### config.mk
export PLATFORM = sky130hd
export DESIGN_NAME = vga_image_fetch
export DESIGN_NICKNAME = d
export VERILOG_FILES = /design/src/rtl/vga_image_fetch.sv
export SDC_FILE = /design/constraint.sdc
export NUM_CORES = 1
export LEC_CHECK = 0
export ABC_AREA = 0
export BUFFER_PORTS_ARGS = -buffer_cell sky130_fd_sc_hd__buf_2
export CAP_MARGIN = 20
export CORE_MARGIN = 4
export CORE_UTILIZATION = 59
export CTS_CLUSTER_SIZE = 20
export DETAILED_ROUTE_END_ITERATION = 10
export GPL_ROUTABILITY_DRIVEN = 0
export PLACE_DENSITY = 0.85
export REMOVE_ABC_BUFFERS = 1
export SLEW_MARGIN = 20
export SYNTH_ARGS = -nofsm -noshare
export SYNTH_HDL_FRONTEND = slang
export SYNTH_SLANG_ARGS = --single-unit
### constraint.sdc
create_clock -name clk_25MHz -period 3.58 [get_ports clk_25MHz]
set_clock_uncertainty 0.05 [all_clocks]
set_input_delay 0.716 -clock clk_25MHz [delete_from_list [all_inputs] [get_ports clk_25MHz]]
set_output_delay 0.716 -clock clk_25MHz [all_outputs]
set_load 0.005 [all_outputs]
### src/rtl/vga_image_fetch.sv
`default_nettype none
// ============================================================================
// Module   : vga_image_fetch
// Purpose  : Pixel-data stage between the VGA timing counters and the output
//            pins. Converts the live H/V counts into read addresses for a
//            double-buffered IMG_W x IMG_H 8-bit grayscale image held in
//            block RAM, shown 2x scaled over the 640x480 active area. Sync
//            signals are delayed to stay aligned with the colour.
// Ports    : clk_25MHz     - pixel clock (only clock)
//            reset         - asynchronous active-high reset
//            H/V_count_value - live horizontal / vertical counts
//            h/v_sync_in   - raw syncs aligned with the counts
//            buf_swap_req  - single-cycle request to show the other buffer
//            rd_data       - BRAM data, valid 1 clock after rd_en
//            rd_en/rd_addr - BRAM read strobe / {buf_sel, pixel index}
//            buf_sel       - buffer being displayed
//            frame_start   - one-cycle pulse after each frame boundary
//            h_sync/v_sync - syncs delayed 2 clocks
//            vga_r/g/b     - 4-bit grayscale colour
// Revision : 1.0 - initial release
// ============================================================================
module vga_image_fetch #(
  parameter int IMG_W  = 320,
  parameter int IMG_H  = 240,
  parameter int ADDR_W = 17
) (
  input  logic              clk_25MHz,
  input  logic              reset,
  input  logic [9:0]        H_count_value,
  input  logic [9:0]        V_count_value,
  input  logic              h_sync_in,
  input  logic              v_sync_in,
  input  logic              buf_swap_req,
  input  logic [7:0]        rd_data,
  output logic              rd_en,
  output logic [ADDR_W:0]   rd_addr,
  output logic              buf_sel,
  output logic              frame_start,
  output logic              h_sync,
  output logic              v_sync,
  output logic [3:0]        vga_r,
  output logic [3:0]        vga_g,
  output logic [3:0]        vga_b
);

  localparam logic [9:0] H_ACT_START = 10'd144;
  localparam logic [9:0] H_ACT_END   = 10'(144 + 2 * IMG_W - 1);
  localparam logic [9:0] V_ACT_START = 10'd35;
  localparam logic [9:0] V_ACT_END   = 10'(35 + 2 * IMG_H - 1);

  // ---------------------------------------------------------------- state
  logic [ADDR_W-1:0] line_base_q, line_base_d;
  logic [ADDR_W-1:0] col_q, col_d;
  logic              rd_en_q, rd_en_d;
  logic [ADDR_W:0]   rd_addr_q, rd_addr_d;
  logic              von1_q, von1_d;
  logic              hs1_q, hs1_d;
  logic              vs1_q, vs1_d;
  logic              von2_q, von2_d;
  logic              h_sync_q, h_sync_d;
  logic              v_sync_q, v_sync_d;
  logic              buf_sel_q, buf_sel_d;
  logic              swap_pending_q, swap_pending_d;
  logic              frame_start_q, frame_start_d;

  // ---------------------------------------------------------- decode
  logic [9:0]        h_rel;
  logic [9:0]        v_rel;
  logic              h_act;
  logic              v_act;
  logic              video_on;
  logic              at_line_start;
  logic              at_first_pixel;
  logic              at_line_end;
  logic              at_boundary;
  logic [ADDR_W-1:0] col_cur;
  logic [ADDR_W-1:0] base_cur;
  logic [ADDR_W-1:0] pix_idx;
  logic [3:0]        pix;
  logic              unused_rd_low;

  always_comb begin
    h_rel          = H_count_value - H_ACT_START;
    v_rel          = V_count_value - V_ACT_START;
    h_act          = (H_count_value >= H_ACT_START) && (H_count_value <= H_ACT_END);
    v_act          = (V_count_value >= V_ACT_START) && (V_count_value <= V_ACT_END);
    video_on       = h_act && v_act;
    at_line_start  = (H_count_value == H_ACT_START);
    at_first_pixel = at_line_start && (V_count_value == V_ACT_START);
    at_line_end    = (H_count_value == H_ACT_END);
    at_boundary    = (H_count_value == 10'd0) && (V_count_value == 10'd0);

    // The clear points must already apply to the cycle that triggers them,
    // so the addressed value is overridden here as well as in the flop.
    col_cur  = at_line_start  ? '0 : col_q;
    base_cur = at_first_pixel ? '0 : line_base_q;
    pix_idx  = base_cur + col_cur;
  end

  // ---------------------------------------------------- next-state logic
  always_comb begin
    // Column advances after the second pixel of each pair (odd offset).
    col_d = col_q;
    if (at_line_start) begin
      col_d = '0;
    end else if (video_on && h_rel[0]) begin
      col_d = col_q + 1'b1;
    end

    // Each image row spans two display lines; step the base after the
    // second one (odd line offset).
    line_base_d = line_base_q;
    if (at_first_pixel) begin
      line_base_d = '0;
    end else if (at_line_end && v_act && v_rel[0]) begin
      line_base_d = line_base_q + ADDR_W'(IMG_W);
    end

    // Stage 1: read request, address held outside the active area.
    rd_en_d   = video_on;
    rd_addr_d = video_on ? {buf_sel_q, pix_idx} : rd_addr_q;
    von1_d    = video_on;
    hs1_d     = h_sync_in;
    vs1_d     = v_sync_in;

    // Stage 2: colour gate and sync delay.
    von2_d   = von1_q;
    h_sync_d = hs1_q;
    v_sync_d = vs1_q;

    // Buffer swap only at the frame boundary; a request landing on the
    // boundary cycle itself is taken there and leaves nothing pending.
    buf_sel_d      = buf_sel_q;
    swap_pending_d = swap_pending_q;
    if (at_boundary && (swap_pending_q || buf_swap_req)) begin
      buf_sel_d      = ~buf_sel_q;
      swap_pending_d = 1'b0;
    end else if (buf_swap_req) begin
      swap_pending_d = 1'b1;
    end

    frame_start_d = at_boundary;
  end

  // ------------------------------------------------------------ registers
  always_ff @(posedge clk_25MHz or posedge reset) begin
    if (reset) begin
      line_base_q    <= '0;
      col_q          <= '0;
      rd_en_q        <= 1'b0;
      rd_addr_q      <= '0;
      von1_q         <= 1'b0;
      hs1_q          <= 1'b0;
      vs1_q          <= 1'b0;
      von2_q         <= 1'b0;
      h_sync_q       <= 1'b0;
      v_sync_q       <= 1'b0;
      buf_sel_q      <= 1'b0;
      swap_pending_q <= 1'b0;
      frame_start_q  <= 1'b0;
    end else begin
      line_base_q    <= line_base_d;
      col_q          <= col_d;
      rd_en_q        <= rd_en_d;
      rd_addr_q      <= rd_addr_d;
      von1_q         <= von1_d;
      hs1_q          <= hs1_d;
      vs1_q          <= vs1_d;
      von2_q         <= von2_d;
      h_sync_q       <= h_sync_d;
      v_sync_q       <= v_sync_d;
      buf_sel_q      <= buf_sel_d;
      swap_pending_q <= swap_pending_d;
      frame_start_q  <= frame_start_d;
    end
  end

  // The BRAM output is itself registered and becomes valid in the same
  // cycle as the delayed video_on, so the colour is that data gated by the
  // registered enable; the gate flop holds the output at 0 during reset.
  assign pix           = von2_q ? rd_data[7:4] : 4'h0;
  assign unused_rd_low = ^rd_data[3:0];

  assign rd_en       = rd_en_q;
  assign rd_addr     = rd_addr_q;
  assign buf_sel     = buf_sel_q;
  assign frame_start = frame_start_q;
  assign h_sync      = h_sync_q;
  assign v_sync      = v_sync_q;
  assign vga_r       = pix;
  assign vga_g       = pix;
  assign vga_b       = pix;

endmodule
`default_nettype wire
After elaboration in Yosys (flattened, before gate mapping)
Cells that the tools add are included.

word-level totals
  register bits = 61
  output and inout port bits = 35

cells by class
  $add $sub $neg = 5
  magnitude comparators = 4
  equality and inequality tests = 3
  multiplexer cells = 9
  bitwise operators = 1
  reductions and logical operators = 15

operators with widths
  cell                                                                                  number
  17-bit 2-to-1 mux                                                                     6
  10-bit less-or-equal comparator, second input constant                                2
  10-bit logical NOT                                                                    2
  17-bit by 1-bit adder with 17-bit output, second input constant                       1
  17-bit adder                                                                          1
  17-bit by 9-bit adder with 17-bit output, second input constant                       1
  10-bit equality test, second input constant                                           1
  10-bit by 6-bit equality test with 1-bit output, second input constant                1
  10-bit by 8-bit equality test with 1-bit output, second input constant                1
  10-bit by 6-bit greater-or-equal comparator with 1-bit output, second input constant  1
  10-bit by 8-bit greater-or-equal comparator with 1-bit output, second input constant  1
  1-bit logical AND                                                                     9
  2-bit nonzero test                                                                    3
  4-bit 2-to-1 mux                                                                      1
  1-bit 2-to-1 mux                                                                      2
  1-bit subtractor, second input constant                                               2
  1-bit logical OR                                                                      1
  1-bit NOT                                                                             1

Longest topological paths before layout
Gate-level depths: netlist of the first run.

  depth in word-level cells = 6
  gate-level depth with buffers = 13
  mapped depth without buffers = 11

Worst setup path after synthesis of the first run
No wires, ideal clock.

  kind = input to register
  from = in H_count_value[3]
  to = reg rd_addr_q[13] (netlist: rd_addr[13])
  data arrival time = 3.378 ns
  data required time = 3.403 ns
  setup slack = 0.025 ns
  stages on the path = 12
  path buffers = 1
  path through = nor4_2 > nand2_1 > nor4_1 > clkbuf_1 > nor2b_1 > ha_1 > and2_1 > or2_2 > a31o_2 > a21oi_1 > xor2_1 > o21ai_0

on the way
  cells in the longest elaborated chain, start to end = 4
  elaborated cells between the ends (all ways) = 9
  those cells by class = add/sub (1); order compare (2); eq/ne (1); mux (2); reduce/logical (3)

ends and longest elaborated chain
  item                                             line  RTL
  start, declared                                  29    input logic [9:0] H_count_value,
  10-bit by 8-bit equality test with 1-bit output  88    at_line_start = (H_count_value == H_ACT_START);
  1-bit logical AND                                89    at_first_pixel = at_line_start && (V_count_value == V_ACT_START);
  17-bit 2-to-1 mux                                96    base_cur = at_first_pixel ? '0 : line_base_q;
  17-bit adder                                     97    pix_idx = base_cur + col_cur;
  end signal, assigned                             165   rd_addr_q <= rd_addr_d;
  end, declared                                    55    logic [ADDR_W:0] rd_addr_q, rd_addr_d;

Parallel ways exist; a longest one is shown, timed or not.
A chain may end at the register's enable or synchronous reset.

Worst setup path in the final report of the first run
  from = in H_count_value[3]
  to = reg rd_addr_q[15] (netlist: rd_addr[15])

Same word-level chain as after synthesis.

==> results of run 1 <==
==> final cells by class <==
class	count	area, um2
Tap cell	72	90.1
Fill cell	456	1700
Inverter	10	37.5
Sequential cell	55	1380
Clock inverter	1	5.00
Timing Repair Buffer	76	425
Clock buffer	7	76.3
Multi-Input combinational cell	281	1770
==> registers in the layout (all words and copies together) (netlist names) <==
name,flops
rd_addr,18
col_q,17
line_base_q,11
buf_sel,1
frame_start,1
h_sync,1
h_sync_d,1
swap_pending_q,1
v_sync,1
v_sync_d,1
von1_q,1
von2_q,1
==> per-stage QoR <==
| stage | total power [mW] | setup WS [ps] | hold WS (ps) | util (%) | TNS, ps |
|---|---|---|---|---|---|
| 6_report | 1.32 | 317 | 310 | 69.0 | 0 |
| 2_1_floorplan | 0.884 | -1010 | 281 | - | -7160 |
| 3_5_place_dp | 0.993 | 22.3 | 290 | 67.5 | 0 |
| 4_1_cts | 1.32 | 319 | 312 | 69.0 | 0 |
| 5_1_grt | 1.39 | 106 | 334 | 69.0 | 0 |
| 3_3_place_gp | 0.977 | 116 | 283 | 67.2 | 0 |
==> power breakdown <==
| part | total, mW | internal [mW] | leakage, nW | switching (mW) |
|---|---|---|---|---|
| registers | 0.742 | 0.683 | 0.728 | 0.0599 |
| logic | 0.237 | 0.103 | 1.06 | 0.133 |
| clock network | 0.338 | 0.138 | 0.0422 | 0.200 |
| total | 1.32 | 0.924 | 1.83 | 0.393 |
==> routing by layer <==
| layer | wire length (um) | GRT usage (%) | part of all wire, % | vias to the layer above |
|---|---|---|---|---|
| met5 | 0 | 0 | 0 | - |
| met3 | 417 | 3.87 | 6.1 | 5 |
| met1 | 2850 | 26.1 | 42 | 1336 |
| li1 | - | - | - | 1387 |
| met2 | 3500 | 36.7 | 51 | 78 |
| met4 | 61 | 4.75 | 0.89 | 0 |
==> critical path: stages <==
cell and delay, ps:
buf_2 110, nor4_2 420, nand2_1 150, nor4_2 230
buf_4 190, nor2b_1 70, ha_1 280, a211oi_1 260
o21bai_1 200, a31oi_1 360, o2111ai_1 150, o41a_1 130
a31oi_1 180
==> synthesized netlist by cell type (2+ instances only) <==
library cell | n | area share, %
dfrtp_1 | 55 | 42
nand2_1 | 40 | 4.5
nor2_1 | 37 | 4.2
o21ai_0 | 22 | 3.3
nand3_1 | 19 | 2.9
xor2_1 | 19 | 5.0
and2_1 | 18 | 3.4
xnor2_1 | 16 | 4.2
nor3_1 | 14 | 2.1
a21oi_1 | 13 | 2.0
ha_1 | 13 | 4.9
nand4_1 | 12 | 2.3
buf_4 | 10 | 2.3
inv_1 | 10 | 1.1
nor2b_1 | 9 | 1.7
buf_2 | 6 | 0.91
and3_1 | 5 | 0.94
nor4_1 | 5 | 0.94
clkbuf_1 | 4 | 0.45
o31ai_1 | 4 | 0.91
a31oi_1 | 3 | 0.57
a211oi_1 | 2 | 0.45
clkbuf_2 | 2 | 0.30
o21bai_1 | 2 | 0.45
or2_2 | 2 | 0.38
or3_1 | 2 | 0.38
==> cell families (layout without fill, tap and decap cells) <==
family | count (synthesis) | after routing
other | 1 | 1
multiplexers | 1 | 1
AND/OR/NAND/NOR | 174 | 174
buffers and inverters | 33 | 94
XOR/XNOR | 35 | 35
adder cells (fa/ha/maj) | 13 | 13
flip-flops | 55 | 55
AO/OA/AOI/OAI | 57 | 57
==> path summary, 6_finish.rpt <==
| path | slack, ps | cells past startpoint | start | to |
|---|---|---|---|---|
| setup / recovery | 320 | 13 | H_count_value[3] | rd_addr[15]$_DFFE_PP0P_ |
| hold / removal | 310 | 0 | h_sync_d$_DFF_PP0_ | h_sync$_DFF_PP0_ |
| setup reg to reg | 1310 | 8 | line_base_q[7]$_DFFE_PP0P_ | rd_addr[15]$_DFFE_PP0P_ |
| hold reg to reg | 310 | 0 | h_sync_d$_DFF_PP0_ | h_sync$_DFF_PP0_ |
| max in group asynchronous | 2540 | 3 | reset | line_base_q[7]$_DFFE_PP0P_ |
| min in group asynchronous | 400 | 2 | reset | rd_addr[5]$_DFFE_PP0P_ |
==> flow_metrics.py, run 1 <==
metrics = {
    "clocking": {
        "postCtsSetupRepairBufs": 0,
        "path_clk_slew_ps": 100,
        "clk_path_buf_depth": 2,
        "ctsHoldBuffers": 0,
        "clk_latency_ps": 310,
        "cts.htree.levels": 2,
        "cts_repair_resize_count": 0,
        "clock_buffer_count_from_cts": 5,
        "cts_tree": "built",
        "ctsRootBufferMaster": "clkbuf_8",
        "clkSinkCount": 55,
    },
    "synthesis": {
        "gate_count_post_synth": 369,
        "synth_compound_area_share_pct": 11.1,
        "area_share_of_xor_xnor_cells_in_the_synthesized_design_pct": 9.25,
        "synth_async_sr_flop_share_pct": 100,
        "synth-edff-count": 0,
        "post_synth_mux_area_share_pct": 0.302,
        "synth.ff_latch_count": 55,
        "yosys_warnings": 0,
        "yosys.area_share.adder_pct": 4.91,
        "syn_area_um2": 3320,
        "netlist-cell-type-count": 51,
        "yosys_most_used_dff": "dfrtp_1",
        "synth_top_family_by_area": "simple AND/OR/NAND/NOR gates",
        "postSynthAreaPerCell_um2": 8.99,
        "synth-simple-area-share_pct": 27.5,
        "share_of_synthesized_area_occupied_by_flip_flops_and_latches_pct": 41.5,
    },
    "timing": {
        "finalCritPeriodShare_pct": 91.1,
        "hold_viol": 0,
        "report.final.slew_viol_count": 0,
        "worst_margin_slew_ps": 686,
        "worst_slew_margin_rel_pct": 54.2,
        "rsz0062_at_grt": "false",
        "max_clock_freq_ghz": 0.306,
        "final.min_clock_period_ps": 3260,
        "finalSetupViolations": 0,
    },
    "global_routing": {
        "grt_antenna_before_repair": 0,
        "via_count_of_the_first_global_routing_pass": 2695,
        "wire_length_of_the_first_global_routing_pass_um": 12100,
        "global_route_congestion_overflow_total": 0,
        "grt_use_total_pct": 20.7,
        "grt_start_max_net_pins": 31,
    },
    "power_and_ir_drop": {
        "peak_ir_drop_on_the_vdd_network_mv": 0.191,
        "cellLeakagePower_nw": 1.83,
        "power-per-cell-area_nw_per_um2": 349,
    },
    "drt": {
        "vias": 2806,
        "drt_first_iter_violations": 253,
        "viasPerCell": 5.59,
        "wl_um": 6830,
        "antenna_violating_nets_post_route": 0,
        "avgRoutedWirePerCell_um": 13.6,
        "detail_route.drc_violations": 0,
        "firstDrtPassIters": 4,
    },
    "place": {
        "post_detail_place_hpwl_um": 5180,
        "number_of_input_and_output_port_buffers_inserted": 63,
        "post_dp_cell_area_um2": 3700,
        "placed_cells": 494,
    },
    "layout": {
        "ratio_of_cells_with_drive_above_1_in_the_final_layout_pct": 22.6,
        "final_common_cell": "buf_2",
        "final_instance_area_um2": 3780,
        "layout.nets": 475,
        "instances_no_fill": 502,
        "mostFrequentLayoutCells": "buf_2 (63), dfrtp_1 (55), nand2_1 (40)",
        "diodes": 0,
        "area_growth_pct": 13.9,
    },
    "floorplanning": {
        "die-width_um": 83.0,
        "die-area_um2": 6880,
        "start_util_pct": 60.6,
        "die_h_um": 83.0,
        "placeableCoreArea_um2": 5470,
        "num_io_pins": 68,
        "rows": 27,
    },
    "worst_setup_path": {
        "setup_crit_start_kind": "input pin",
        "cp.required_ps": 3760,
        "timing.critical_path.to_type": "flip-flop",
        "critPathKind": "input pin to flip-flop",
        "cp_max_fo": 7,
        "worst-endpoint-arrival_ps": 3440,
    },
    "status": {
        "status": "completed",
    },
    "worst_hold_path": {
        "hold_class": "flip-flop to flip-flop",
    },
    "run": {
        "timing.max_cap.violations": 0,
    },
}
Power figures use the tool's default switching activity.
==> run 2: changes to the inputs <==
CAP_MARGIN = not set   (was 20)
REMOVE_ABC_BUFFERS = not set   (was 1)
==> run 2 against run 1 <==
  * Final cell count grew 0.20%
  * Worst hold slack improved by 0.99 ps
  * Clock power up 4%
  * Die area unchanged
  * Flip-flop and latch count is the same
  * First-iteration DRC count decreased by 21%
  * Largest cell class unchanged
==> flow_metrics.py, run 2 (synthesis results as in run 1) <==
metrics = {
    "status": {
        "status": "completed",
    },
    "global_routing": {
        "global_route_congestion_overflow_total": 0,
        "via_count_of_the_first_global_routing_pass": 2763,
        "grt_start_max_net_pins": 56,
        "wire_length_of_the_first_global_routing_pass_um": 12200,
        "grt_use_total_pct": 21.0,
        "grt_antenna_before_repair": 0,
    },
    "timing": {
        "finalSetupViolations": 0,
        "worst_slew_margin_rel_pct": 38.0,
        "final.min_clock_period_ps": 3180,
        "rsz0062_at_grt": "false",
        "worst_hold_slack_ps": 311,
        "max_clock_freq_ghz": 0.315,
        "report.final.slew_viol_count": 0,
        "hold_viol": 0,
        "worst_margin_slew_ps": 929,
        "timing.setup.tns_ps": 0,
        "finalCritPeriodShare_pct": 88.8,
    },
    "place": {
        "number_of_input_and_output_port_buffers_inserted": 63,
        "placed_cells": 495,
        "post_detail_place_hpwl_um": 5290,
        "post_dp_cell_area_um2": 3690,
    },
    "worst_setup_path": {
        "rr_startpoint": "line_base_q[7]$_DFFE_PP0P_",
        "worst-endpoint-arrival_ps": 3380,
        "cp.required_ps": 3780,
        "critPathKind": "input pin to flip-flop",
        "timing.critical_path.to_type": "flip-flop",
        "critical_path_start": "V_count_value[7]",
        "cp_max_fo": 13,
        "setup_crit_start_kind": "input pin",
    },
    "layout": {
        "diodes": 0,
        "finalCoreUtilization_pct": 69.1,
        "largest_reg_flops": 18,
        "area_growth_pct": 14.0,
        "final_instance_area_um2": 3780,
        "ratio_of_cells_with_drive_above_1_in_the_final_layout_pct": 23.2,
        "mostFrequentLayoutCells": "buf_2 (63), dfrtp_1 (55), nand2_1 (40)",
        "layout.nets": 476,
        "instances_no_fill": 503,
        "final_common_cell": "buf_2",
        "fillers": 437,
    },
    "drt": {
        "wl_um": 6900,
        "antenna_violating_nets_post_route": 0,
        "detail_route.drc_violations": 0,
        "firstDrtPassIters": 5,
        "drt_first_iter_violations": 201,
        "avgRoutedWirePerCell_um": 13.7,
        "viasPerCell": 5.54,
        "vias": 2786,
    },
    "power_and_ir_drop": {
        "peak_ir_drop_on_the_vdd_network_mv": 0.257,
        "cellLeakagePower_nw": 1.83,
        "power-per-cell-area_nw_per_um2": 352,
    },
    "synthesis": {
        "synth.net_count": 415,
    },
    "floorplanning": {
        "die-area_um2": 6880,
        "die-width_um": 83.0,
        "placeableCoreArea_um2": 5470,
        "start_util_pct": 60.6,
        "num_io_pins": 68,
        "rows": 27,
        "die_h_um": 83.0,
    },
    "worst_hold_path": {
        "hold_class": "flip-flop to flip-flop",
        "startpoint_of_the_tightest_hold_check_path": "h_sync_d$_DFF_PP0_",
    },
    "clocking": {
        "cts.htree.levels": 2,
        "clkSinkCount": 55,
        "ctsHoldBuffers": 0,
        "clock_buffer_count_from_cts": 5,
        "cts_tree": "built",
        "path_clk_slew_ps": 110,
        "ctsRootBufferMaster": "clkbuf_8",
        "postCtsSetupRepairBufs": 0,
        "clk_path_buf_depth": 2,
        "cts_repair_resize_count": 0,
        "clk_latency_ps": 320,
    },
    "run": {
        "timing.max_cap.violations": 0,
    },
}
-- run 2: worst paths after layout --
check | endpoint | slack, ps | cells after the start
setup / recovery | rd_addr[15]$_DFFE_PP0P_ | 400 | 13
hold / removal | h_sync$_DFF_PP0_ | 310 | 0
setup reg to reg | rd_addr[15]$_DFFE_PP0P_ | 1340 | 8
hold reg to reg | h_sync$_DFF_PP0_ | 310 | 0
max in group asynchronous | line_base_q[13]$_DFFE_PP0P_ | 2410 | 2
min in group asynchronous | v_sync$_DFF_PP0_ | 510 | 2
-- run 2: stage by stage --
stage	total power [mW]	worst slack, ps
final	1.33	402
after global routing	1.41	79.8
after CTS	1.34	393
after detailed placement	0.995	64.9
after global placement	0.978	158
after floorplan	0.907	24.5
-- run 2: layout make-up --
type / instances / area (um2) / share of cell area, %
sequential: 55 / 1380 / 36.4
clock inverter: 3 / 20.0 / 0.529
clock buffer: 5 / 68.8 / 1.82
tap: 72 / 90.1 / 2.38
inverter: 10 / 38.8 / 1.03
timing repair buffer: 77 / 420 / 11.1
multi-input combinational: 281 / 1770 / 46.7
-- run 2: worst max-delay path, cell delays in order --
cell	delay, ps
buf_2	90
nor3_1	310
nand2_1	130
nor4_2	290
buf_4	230
nor2b_1	80
ha_1	290
a211oi_1	250
o21bai_1	180
a31oi_1	350
o2111ai_1	150
o41a_1	140
a31oi_1	160
-- run 2: metal layers --
metal  vias up  part of all wire [%]  global-route usage [%]
li1       1390                     -                       -
met1      1308                    43                    25.7
met2        75                    51                    37.3
met5         -                     0                       0
met4         0                   1.6                    5.94
met3        13                   5.1                    4.37
-- run 2: report_power, final --
| part | internal (mW) | total (mW) | switching [mW] |
|---|---|---|---|
| Sequential | 0.683 | 0.746 | 0.0633 |
| Combinational | 0.103 | 0.234 | 0.131 |
| Clock | 0.137 | 0.352 | 0.216 |
| Total | 0.922 | 1.33 | 0.410 |
